`config.mk`:
```
export PLATFORM = sky130hd
export DESIGN_NAME = alu_arbiter
export DESIGN_NICKNAME = d
export VERILOG_FILES = /design/src/rtl/alu_arbiter.sv
export SDC_FILE = /design/constraint.sdc
export NUM_CORES = 1
export LEC_CHECK = 0
export CAP_MARGIN = 5
export CORE_MARGIN = 2
export CORE_UTILIZATION = 37
export CTS_BUF_LIST = sky130_fd_sc_hd__clkbuf_4
export DETAILED_ROUTE_END_ITERATION = 12
export GPL_ROUTABILITY_DRIVEN = 0
export PLACE_DENSITY = 0.77
export SYNTH_ARGS = -nofsm -noshare
export SYNTH_HDL_FRONTEND = slang
export SYNTH_SLANG_ARGS = --single-unit
```
`constraint.sdc`:
```
create_clock -name clk -period 1.29 [get_ports clk]
set_clock_uncertainty 0.15 [all_clocks]
set_input_delay 0.258 -clock clk [delete_from_list [all_inputs] [get_ports clk]]
set_output_delay 0.258 -clock clk [all_outputs]
set_load 0.03 [all_outputs]
```
`src/rtl/alu_arbiter.sv`:
```
// Round-robin arbiter sharing one ALU between an execute unit (0) and an aux unit (1).
// One op in flight: grant in IDLE, hold ALU inputs for ALU_LAT cycles in EXEC, present result in RESP.
module alu_arbiter #(
    parameter int WIDTH   = 16,
    parameter int OPW     = 8,
    parameter int ALU_LAT = 1
) (
    input  logic             clk,
    input  logic             rst,
    input  logic [1:0]       req_valid,
    output logic [1:0]       req_ready,
    input  logic [WIDTH-1:0] req0_a,
    input  logic [WIDTH-1:0] req0_b,
    input  logic [OPW-1:0]   req0_op,
    input  logic [WIDTH-1:0] req1_a,
    input  logic [WIDTH-1:0] req1_b,
    input  logic [OPW-1:0]   req1_op,
    input  logic [1:0]       req_usecf,
    output logic             rsp_valid,
    input  logic             rsp_ready,
    output logic             rsp_id,
    output logic [WIDTH-1:0] rsp_acc,
    output logic [WIDTH-1:0] rsp_c,
    output logic [2:0]       rsp_flags,
    output logic [WIDTH-1:0] alu_a,
    output logic [WIDTH-1:0] alu_b,
    output logic [OPW-1:0]   alu_op,
    output logic             alu_cf,
    input  logic [WIDTH-1:0] alu_acc,
    input  logic [WIDTH-1:0] alu_c,
    input  logic             alu_c_flag,
    input  logic             alu_z_flag,
    input  logic             alu_o_flag,
    output logic [2:0]       flags_q,
    output logic             busy
);

    localparam int CW = 2;

    typedef enum logic [1:0] {
        IDLE = 2'd0,
        EXEC = 2'd1,
        RESP = 2'd2
    } state_t;

    state_t           state_q, state_d;
    logic             rr_q, rr_d;
    logic [WIDTH-1:0] a_q, a_d, b_q, b_d;
    logic [OPW-1:0]   op_q, op_d;
    logic             cf_q, cf_d;
    logic             id_q, id_d;
    logic [CW-1:0]    cnt_q, cnt_d;
    logic [WIDTH-1:0] rsp_acc_q, rsp_acc_d, rsp_c_q, rsp_c_d;
    logic [2:0]       rsp_flags_q, rsp_flags_d;
    logic [2:0]       flags_d;
    logic             grant;
    logic             gnt_id;

    always_comb begin
        state_d     = state_q;
        rr_d        = rr_q;
        a_d         = a_q;
        b_d         = b_q;
        op_d        = op_q;
        cf_d        = cf_q;
        id_d        = id_q;
        cnt_d       = cnt_q;
        rsp_acc_d   = rsp_acc_q;
        rsp_c_d     = rsp_c_q;
        rsp_flags_d = rsp_flags_q;
        flags_d     = flags_q;
        grant       = 1'b0;
        gnt_id      = 1'b0;
        case (state_q)
            IDLE: begin
                if (req_valid != 2'b00) begin
                    // The pointer only moves when it actually settled a tie.
                    gnt_id = (req_valid == 2'b11) ? rr_q : req_valid[1];
                    if (req_valid == 2'b11) rr_d = ~rr_q;
                    grant   = 1'b1;
                    a_d     = gnt_id ? req1_a  : req0_a;
                    b_d     = gnt_id ? req1_b  : req0_b;
                    op_d    = gnt_id ? req1_op : req0_op;
                    cf_d    = req_usecf[gnt_id] & flags_q[0];
                    id_d    = gnt_id;
                    cnt_d   = CW'(ALU_LAT - 1);
                    state_d = EXEC;
                end
            end
            EXEC: begin
                if (cnt_q == '0) begin
                    rsp_acc_d   = alu_acc;
                    rsp_c_d     = alu_c;
                    rsp_flags_d = {alu_o_flag, alu_z_flag, alu_c_flag};
                    flags_d     = {alu_o_flag, alu_z_flag, alu_c_flag};
                    state_d     = RESP;
                end else begin
                    cnt_d = cnt_q - CW'(1);
                end
            end
            RESP: begin
                if (rsp_ready) state_d = IDLE;
            end
            default: state_d = IDLE;
        endcase
    end

    always_ff @(posedge clk) begin
        if (rst) begin
            state_q     <= IDLE;
            rr_q        <= 1'b0;
            a_q         <= '0;
            b_q         <= '0;
            op_q        <= '0;
            cf_q        <= 1'b0;
            id_q        <= 1'b0;
            cnt_q       <= '0;
            rsp_acc_q   <= '0;
            rsp_c_q     <= '0;
            rsp_flags_q <= '0;
            flags_q     <= '0;
        end else begin
            state_q     <= state_d;
            rr_q        <= rr_d;
            a_q         <= a_d;
            b_q         <= b_d;
            op_q        <= op_d;
            cf_q        <= cf_d;
            id_q        <= id_d;
            cnt_q       <= cnt_d;
            rsp_acc_q   <= rsp_acc_d;
            rsp_c_q     <= rsp_c_d;
            rsp_flags_q <= rsp_flags_d;
            flags_q     <= flags_d;
        end
    end

    assign req_ready = (grant && !rst) ? (gnt_id ? 2'b10 : 2'b01) : 2'b00;
    assign busy      = (state_q != IDLE);
    assign rsp_valid = (state_q == RESP);
    assign rsp_id    = id_q;
    assign rsp_acc   = rsp_acc_q;
    assign rsp_c     = rsp_c_q;
    assign rsp_flags = rsp_flags_q;
    // ALU sees zeros whenever no op is in flight.
    assign alu_a     = (state_q == EXEC) ? a_q  : '0;
    assign alu_b     = (state_q == EXEC) ? b_q  : '0;
    assign alu_op    = (state_q == EXEC) ? op_q : '0;
    assign alu_cf    = (state_q == EXEC) ? cf_q : 1'b0;

endmodule

```
== Word-level counts from Yosys, hierarchy flattened ==
Cells that the tools add are included.

* Add/sub/neg operators: 1
* Multiplexer cells: 23
* Equal/unequal tests: 7
* Order comparisons: 1
* Bitwise operators: 2
* Reduce and logical (&&, ||, !) cells: 12

{| class="wikitable"
|+ Operator list
! operator !! count
|-
| $mux W16 || 4
|-
| $mux W8 || 2
|-
| $mux W2 || 7
|-
| $reduce_and A3 Y1 || 3
|-
| $mux W1 || 8
|-
| $ne A2 B2 Y1 const B || 3
|-
| $pmux W2 S3 || 1
|-
| $reduce_bool A2 Y1 || 3
|-
| $eq A2 B2 Y1 const B || 2
|-
| $logic_not A2 Y1 || 2
|-
| $pmux W2 S2 || 1
|-
| $reduce_and A2 Y1 || 2
|-
| $eq A2 B1 Y1 const B || 1
|-
| $lt A1 B2 Y1 const B || 1
|-
| $ne A2 B1 Y1 const B || 1
|-
| $sub A2 B1 Y2 const B || 1
|-
| $and A1 B1 Y1 || 1
|-
| $logic_and A1 B1 Y1 || 1
|-
| $logic_not A1 Y1 || 1
|-
| $not A1 Y1 || 1
|}

* Word-level logic and storage cells: 57
* Bits in registers: 82

== Depth between registers and ports, before layout ==
Gate-level depths: netlist of the first run.

* Depth after elaboration: 6
* Depth in mapped cells: 7
* Depth with buffers taken out: 5

== Least setup slack after synthesis of the first run ==
No wires, ideal clock.

* Path kind: register to output
* Start point: register rr_q
* End point: output port req_ready[0]
* Data arrival time: 1515 ps
* Cell stages (with the launch flop): 5
* Setup slack: -633 ps
* Required time: 882 ps
* Path buffers: 2
* Path through: dfxtp_1 > o21ai_2 > buf_6 > buf_8 > nor3b_1

* Longest elaborated chain between the ends: 5

{| class="wikitable"
|+ Ends and longest elaborated chain
! item !! line !! text
|-
| start: declaration || 47 || <nowiki>logic rr_q, rr_d;</nowiki>
|-
| start signal: assignment || 124 || <nowiki>rr_q <= rr_d;</nowiki>
|-
| $mux W1 || 78 || <nowiki>gnt_id = (req_valid == 2'b11) ? rr_q : req_valid[1];</nowiki>
|-
| $mux W1 || 76 || <nowiki>if (req_valid != 2'b00) begin</nowiki>
|-
| $mux W1 || 74 || <nowiki>case (state_q)</nowiki>
|-
| $mux W2 (2 in a row) || 138 || <nowiki>assign req_ready = (grant && !rst) ? (gnt_id ? 2'b10 : 2'b01) : 2'b00;</nowiki>
|-
| end: declaration || 11 || <nowiki>output logic [1:0] req_ready,</nowiki>
|}

Every way passes these cells.

== Worst setup path after layout of the first run ==
* Start point: register state_q[1]
* End point: output port alu_b[10]

* Longest elaborated chain between the ends: 2

{| class="wikitable"
|+ Ends and longest elaborated chain
! item !! line !! text
|-
| start: declaration || 46 || <nowiki>state_t state_q, state_d;</nowiki>
|-
| start signal: assignment || 123 || <nowiki>state_q <= state_d;</nowiki>
|-
| $eq A2 B1 Y1 || 147 || <nowiki>assign alu_b = (state_q == EXEC) ? b_q : '0;</nowiki>
|-
| $mux W16 || 147 ||
|-
| end: declaration || 26 || <nowiki>output logic [WIDTH-1:0] alu_b,</nowiki>
|}

Every way passes these cells.

==> results.md, run 1 <==
* Status: finished, violations left
* Violated checks: setup timing
* Routed Wire Length at 12900 um
* Core Util, Final at 0.694
* HPWL Detailed at 8180 um
* Max-cap violations at 0
* Crit Path Class: register to primary output
* Final Hold Viols at 0
* PortBufs at 205
* Placed Area at 6120 sq um
* Critical path arrival at 1.53 ns
* Tmin final at 1.94 ns
* Fmax at 0.515 GHz
* Simple-gate share of the synthesized area at 0.200
* CP required at 0.88 ns
* First-pass GRT wire length at 19700 um
* XOR/XNOR Fraction of Synth Area at 0.00227
* Drt initial violations at 95
* Final setup margin at -0.653 ns
* TritonCTS Buffers at 9
* Post-Syn Nets at 544
* Top Ports at 206
* Ant. Diodes at 0
* Worst path cell trace: and2b_4 > buf_12 > and2_4 > buf_6
* Slew @ Worst Pin at 0.367 ns
* Post-synth EDFFs at 0
* Num rows at 37
* Area share of the largest cell type after synthesis at 0.426
* Top delay family on crit path: simple AND/OR/NAND/NOR gates
* Routed len/inst at 16.1 um
* Logic pwr share at 0.421
* Initial cell density of the core at 0.377
* CTS tree: yes
* Buf+Inv Stages, Crit Path at 2
* Initial antenna violation count at 0
* Layout cells sized above 1 at 0.436
* Library cells used by synthesis at 35
* CP Capture Type: primary output
* Synth Area in Adders at 0.00324
* ANT nets after route at 0
* Mapped Cells at 421
* Largest net degree at the start of global routing at 42
* Overall routing resource usage at 0.219
* CTS Buffer Depth at 2
* Routed via count at 3945
* Area Overhead vs Synth at 84.0%
* Switching share of power at 0.336
* CP startpoint kind: register
* Clock latency on the worst-skew pair at 0.42 ns
* RSZ-0062 raised after global routing: yes
* Die ar. at 11300 sq um
* Core Area at 10200 sq um
* Clk pwr share at 0.177
* HP Class: input port to register
* Flop pwr share at 0.401
* TritonRoute pass-1 iters at 5
* Seq/Total Area, Yosys at 0.426
* Seq cells post-synth at 82
* Vias in the first global route at 4057
* Compound-Gate Fraction of Synth Area at 0.189
* Area contributors post-synth: dfxtp_1 43%, a211oi_2 12%, mux2i_1 11%
* Max incr delay on CP at 0.34 ns
* Crit path max-delay cell type: dfxtp_2
* Clock slew at reported path FFs at 0.13 ns
* Synthesis Warnings at 0
* Final setup vio count at 165
* Mux contribution to synthesized area at 0.106
* Final period util at 1.51
* H-tree depth at 3
* Post-route cell area at 7100 sq um
* Peak VDD IR at 0.689 mV
* Largest family of logic cells by synthesized area: simple AND/OR/NAND/NOR gates
* Vias/cell at 4.91
* Max-slew violation count at 0
* P per Cell Area at 1050 nW/um^2
* Inst Count DP at 759
* Root buf cell: clkbuf_4
* DRC violations left at 0
* Leak at 3.05 nW
* Top_reg_cell synth: dfxtp_1
* Crit-path max FO at 21
* Post-synth ARST share at 0
* Post-synthesis average cell area at 9.16 sq um
* Overflow after GRT at 0
* Clock Sinks at 82
* Post-Syn Area at 3860 sq um
* Die width at 106 um
* Fin cells at 804
* NumNets Final at 786
* Max_slew headroom at 0.755
* Net switching power at 2.50 mW
* Synth area leader: dfxtp_1
* R2r setup slk at -0.64 ns
* Die H at 106 um
* Int Pwr at 4.95 mW
tightest hold or removal path, stage by stage:
cell and delay, ns:
buf_4 0.16, buf_12 0.22, a21oi_2 0.04
synth_stat cells (3+ instances only):
library cell / number
dfxtp_1: 82
nand2_1: 71
nor2_1: 42
and2_1: 41
mux2i_1: 41
a21oi_1: 39
a211oi_2: 36
clkbuf_1: 13
buf_2: 10
buf_4: 6
a211oi_1: 4
buf_6: 4
inv_1: 4
buf_12: 3
metrics by stage:
step,setup WS [ns],power [mW],TNS (ns),hold WS (ns)
2_1_floorplan,-0.223,4.56,-6.33,0.244
3_3_place_gp,-0.721,5.39,-43.97,0.291
3_5_place_dp,-0.771,5.45,-46.23,0.295
4_1_cts,-0.675,7.34,-62.24,0.122
5_1_grt,-0.732,7.81,-71.21,0.114
6_report,-0.653,7.45,-59.63,0.124
sequential cells by signal (all words and copies together) (netlist names):
register and count:
a_q 16, b_q 16, rsp_acc 16, rsp_c 16
op_q 8, rsp_flags 3, cnt_q 2, state_q 2
cf_q 1, rr_q 1, rsp_id 1
power by group through the flow:
stage          Clock, mW  Sequential (mW)  Combinational, mW
5_1_grt             1.46             3.02               3.33
3_3_place_gp           0             3.00               2.39
4_1_cts             1.36             2.97               3.01
6_report            1.32             2.99               3.14
3_5_place_dp           0             3.02               2.44
2_1_floorplan          0             3.17               1.40
layer usage:
layer | vias up | GRT usage | routed length (um)
li1 | 1909 | - | -
met1 | 1848 | 0.257 | 5130
met2 | 174 | 0.381 | 6380
met3 | 14 | 0.0699 | 1220
met4 | 0 | 0.0695 | 179
met5 | - | 0 | 0
cell usage in the layout (no fill, tap or decap), types with 2 or more instances in the layout:
master and count:
mux2i_1 41, nor2_4 2, bufbuf_16 2, dlygate4sd2_1 2
buf_4 39, o211ai_1 2, clkbuf_16 3, buf_16 4
a21oi_2 6, or3_1 2, dfxtp_4 3, dfxtp_1 52
nand2_1 71, o21ai_4 2, a21oi_1 33, buf_8 3
clkdlybuf4s50_1 118, inv_1 3, buf_12 9, dfxtp_2 27
inv_2 2, clkinv_1 3, a211oi_2 38, a211oi_1 2
nor2_1 41, buf_6 87, and2_4 41, clkbuf_4 12
cells by family after synthesis:
kind of cell | Yosys count
AND/OR/NAND/NOR | 168
AO/OA/AOI/OAI | 86
flip-flops | 82
buffers and inverters | 42
multiplexers | 41
XOR/XNOR | 1
adder cells (fa/ha/maj) | 1
timing repair:
action                                  in CTS  in global routing
hold buffers                                 1                  0
buffers inserted                            13                  6
pin swaps                                   11                 21
endpoints found under the setup margin     165                166
gates cloned                                 9                  4
endpoints found under the hold margin        3                  0
gates resized for setup                     89                 60
area by class of cell:
| cell class | count | area, sq um |
|---|---|---|
| clock buffers | 12 | 90.1 |
| clock inverters | 4 | 18.8 |
| fillers | 770 | 3130 |
| inverters | 5 | 18.8 |
| multi-input cells | 297 | 2160 |
| flip-flops and latches | 82 | 1690 |
| well taps | 136 | 170 |
| repair buffers | 268 | 2960 |
path summary, 6_finish.rpt:
check                           startpoint         to  depth (start not counted)
worst min register to register    rsp_c[9]   rsp_c[9]                          2
worst max-delay path            state_q[1]  alu_b[10]                          4
worst min-delay path                   rst     rsp_id                          3
worst max register to register  state_q[1]     b_q[2]                         10
(Power assumes the default switching activity.)
==> run 2, diff against run 1 <==
Settings changed: CORE_ASPECT_RATIO set to 1.25, MAX_ROUTING_LAYER set to met4.
==> results.md, run 2 (synthesized netlist as in run 1, its figures left out) <==
* ANT nets after route at 0
* CP required at 0.88 ns
* RSZ-0062 raised after global routing: yes
* Initial cell density of the core at 0.382
* CP startpoint kind: register
* Commonest non-fill, non-tap cell in the layout: clkdlybuf4s50_1
* TritonCTS Buffers at 9
* Leak at 3.20 nW
* Routed len/inst at 17.8 um
* Vias/cell at 5.05
* Final period util at 1.51
* Routed via count at 4082
* Crit Path Class: register to primary output
* R2r worst-path depth at 9
* H-tree depth at 3
* Max-slew violation count at 0
* Max_slew headroom at 0.734
* Max-cap violations at 0
* Cts hold-fix bufs at 0
* Critical path arrival at 1.54 ns
* HP Class: input port to register
* Die ar. at 11300 sq um
* Overall routing resource usage at 0.240
* Fmax at 0.514 GHz
* Peak VDD IR at 0.900 mV
* Setup WS pre-CTS at -0.706 ns
* Routed Wire Length at 14400 um
* Num rows at 41
* Hold path startpoint: rst
* HPWL Detailed at 8090 um
* Initial antenna violation count at 0
* Layout cells sized above 1 at 0.479
* Setup tns final at -55.18 ns
* CTS Buffer Depth at 2
* P per Cell Area at 1120 nW/um^2
* Crit. Startpoint: state_q[1]
* NumNets Final at 797
* WHS at 0.132 ns
* Register Area at 1700 sq um
* Overflow after GRT at 0
* Largest net degree at the start of global routing at 38
* Die width at 95.3 um
* CP Capture Type: primary output
* Core Area at 10100 sq um
* Most frequent cells in the layout: 119 x clkdlybuf4s50_1, 88 x buf_6, 71 x nand2_1, 47 x and2_4, 42 x dfxtp_1
* Drt initial violations at 100
* Final Hold Viols at 0
* Die H at 118 um
* Slew @ Worst Pin at 0.399 ns
* First-pass GRT wire length at 20400 um
* CTS tree: yes
* Area Overhead vs Synth at 94.1%
* Core Util, Final at 0.741
* Ant. Diodes at 0
* Crit-path max FO at 10
* Vias in the first global route at 4031
* Clock Sinks at 82
* Final setup vio count at 165
* Hold-critical path depth at 3
* TritonRoute pass-1 iters at 4
* # fillers at 664
* Final setup margin at -0.655 ns
* Tmin final at 1.94 ns
* Violated checks: setup timing
* Clock slew at reported path FFs at 0.14 ns
* Top Ports at 206
* Root buf cell: clkbuf_4
* DRC violations left at 0
* Status: finished, violations left
* Multi-input gate area at 2300 sq um
* PortBufs at 205
* Clock latency on the worst-skew pair at 0.43 ns
* Reg2Reg Launch Point: state_q[1]
run 2: changes by cell type in the layout (fill, tap and decap cells not counted), moves of 3 or more:
| cell | delta |
|---|---|
| buf_4 | -4 |
| a21oi_1 | -7 |
| dfxtp_1 | -10 |
| dfxtp_2 | +11 |
| bufinv_16 | +3 |
| and2_4 | +6 |
| a21oi_2 | +7 |
| buf_12 | +7 |
| buf_16 | +5 |
run 2: final cells by class:
cell class,instances,share of cell area
multi-input combinational,304,0.307
sequential,82,0.227
timing repair buffer,272,0.418
clock inverter,6,0.0142
clock buffer,10,0.0100
tap,129,0.0216
inverter,5,0.00251
run 2: worst max-delay path: stages (launching register included):
cell and delay (ns):
dfxtp_2 0.35, and2b_2 0.26, buf_4 0.19, and2_4 0.15, buf_4 0.15
run 2: repair_timing:
action                                  in CTS  in global routing
gates cloned                                17                  3
pin swaps                                   11                 30
setup buffers                               25                  8
gates resized for setup                    156                 21
endpoints found under the setup margin     166                166
run 2: layer usage:
layer / up-vias / track usage / share of wire / wire [um]
li1: 1934 / - / - / -
met1: 1927 / 0.270 / 0.39 / 5560
met2: 202 / 0.415 / 0.52 / 7400
met3: 19 / 0.0561 / 0.080 / 1160
met4: 0 / 0.0743 / 0.017 / 240
met5: - / - / 0 / 0
run 2: final timing paths:
check,slack [ns],end
worst max-delay path,-0.65,alu_a[11]
worst min-delay path,0.13,rsp_c[0]
worst max register to register,-0.57,b_q[2]
worst min register to register,0.32,rsp_acc[15]
run 2: where the power goes:
part / internal, mW / total (mW) / leakage (nW) / switching (mW)
Sequential: 2.83 / 3.00 / 0.693 / 0.171
Combinational: 1.93 / 3.52 / 2.42 / 1.60
Clock: 0.994 / 1.88 / 0.0940 / 0.885
run 2: through the flow:
stage	instances	total power [mW]	area, sq um
finish	808	8.40	7480
global route	808	8.73	7480
CTS	798	8.29	7340
detailed placement	740	5.44	6050
global placement	740	5.39	6050
floorplan	421	4.56	4080
==> run 3, diff against run 2 <==
Settings changed: MAX_ROUTING_LAYER met4 to unset.
==> results.md, run 3 (synthesized netlist as in run 1, its figures left out) <==
* Area Overhead vs Synth at 93.5%
* Vias in the first global route at 4032
* Post-route cell area at 7460 sq um
* Top Ports at 206
* Clock slew at reported path FFs at 0.14 ns
* Most frequent cells in the layout: 119 x clkdlybuf4s50_1, 95 x buf_6, 71 x nand2_1, 45 x and2_4, 42 x dfxtp_1
* Largest net degree at the start of global routing at 38
* CTS Buffer Depth at 2
* Ant. Diodes at 0
* Critical path arrival at 1.55 ns
* DRC violations left at 0
* PortBufs at 205
* P per Cell Area at 1120 nW/um^2
* TritonRoute pass-1 iters at 4
* HP Class: input port to register
* HPWL Detailed at 8090 um
* Crit Path Class: register to primary output
* ANT nets after route at 0
* Final setup margin at -0.669 ns
* NumNets Final at 790
* Max-cap violations at 0
* Fmax at 0.510 GHz
* Peak VDD IR at 0.904 mV
* TritonCTS Buffers at 9
* Fin cells at 801
* Leak at 3.15 nW
* Root buf cell: clkbuf_4
* RSZ-0062 raised after global routing: yes
* Die width at 95.3 um
* Crit-path max FO at 10
* Final period util at 1.52
* Placed Area at 6050 sq um
* Initial antenna violation count at 0
* Reg2Reg Launch Point: state_q[1]
* First-pass GRT wire length at 20400 um
* Vias/cell at 5.04
* Layout cells sized above 1 at 0.509
* # fillers at 662
* Die ar. at 11300 sq um
* Core Area at 10100 sq um
* Clock Sinks at 82
* Overall routing resource usage at 0.234
* Final Hold Viols at 0
* CP startpoint kind: register
* Clock latency on the worst-skew pair at 0.43 ns
* R2r setup slk at -0.46 ns
* Inst Count DP at 740
* H-tree depth at 3
* Overflow after GRT at 0
* Violated checks: setup timing
* CP Capture Type: primary output
* Drt initial violations at 110
* Num rows at 41
* Status: finished, violations left
* WHS at 0.127 ns
* Hold path startpoint: rst
* Die H at 118 um
* Max_slew headroom at 0.765
* Max-slew violation count at 0
* Commonest non-fill, non-tap cell in the layout: clkdlybuf4s50_1
* Routed len/inst at 17.7 um
* CP required at 0.88 ns
* Crit. Startpoint: state_q[1]
* Routed Wire Length at 14100 um
* Final setup vio count at 165
* Tmin final at 1.96 ns
* CTS tree: yes
* Slew @ Worst Pin at 0.343 ns
* Routed via count at 4034
* Initial cell density of the core at 0.382
-- run 3: cell count changes in the layout (fill, tap and decap cells not counted), moves of 2 or more --
cell / previous run / this run
buf_16: 9 / 5
nor2_4: 2 / 12
nor2_2: 0 / 16
buf_8: 1 / 4
buf_12: 16 / 13
a21oi_1: 26 / 32
a21oi_2: 13 / 7
and2_4: 47 / 45
nor2_1: 41 / 15
buf_4: 35 / 28
buf_6: 88 / 95
-- run 3: path summary, 6_finish.rpt --
kind / end / depth (start not counted)
max: alu_b[14] / 4
min: a_q[5] / 3
max reg2reg: op_q[4] / 9
min reg2reg: rsp_acc[15] / 2
-- run 3: power breakdown --
group / internal [mW] / leakage [nW] / total, mW / switching, mW
Clock: 0.994 / 0.0940 / 1.88 / 0.883
Combinational: 1.83 / 2.36 / 3.43 / 1.60
Sequential: 2.83 / 0.693 / 3.04 / 0.211
-- run 3: area by class of cell --
class | instances | area, sq um | area share
Sequential cell | 82 | 1700 | 0.227
Multi-Input combinational cell | 302 | 2410 | 0.323
Clock buffer | 10 | 75.1 | 0.0101
Timing Repair Buffer | 267 | 3000 | 0.401
Inverter | 5 | 21.3 | 0.00285
Clock inverter | 6 | 106 | 0.0142
Tap cell | 129 | 161 | 0.0216
-- run 3: worst max-delay path, cell delays in order, from the launching register on --
cell	delay [ns]
dfxtp_2	0.35
and2b_2	0.26
buf_4	0.20
and2_4	0.16
buf_4	0.15
-- run 3: metal layers --
| layer | routed length [um] | up-vias | global-route usage |
|---|---|---|---|
| met5 | 0 | - | 0 |
| met4 | 186 | 0 | 0.0716 |
| met3 | 1270 | 13 | 0.0771 |
| met2 | 7340 | 180 | 0.415 |
| met1 | 5350 | 1920 | 0.259 |
| li1 | - | 1921 | - |
-- run 3: stage by stage --
stage / setup TNS, ns / worst slack [ns] / power, mW / util
detailed placement: -43.80 / -0.706 / 5.44 / 0.598
CTS: -58.29 / -0.688 / 8.29 / 0.726
global route: -62.61 / -0.726 / 8.68 / 0.739
floorplan: -6.33 / -0.223 / 4.56 / -
global placement: -40.77 / -0.634 / 5.39 / 0.598
finish: -53.76 / -0.669 / 8.35 / 0.739
-- run 3: repair_timing --
action,in CTS,in global routing
pin swaps,11,51
setup endpoints to repair,166,166
setup buffers,25,12
cloned,17,1
resized for setup,156,69
endpoints found under the hold margin,0,0
hold buffers,0,0
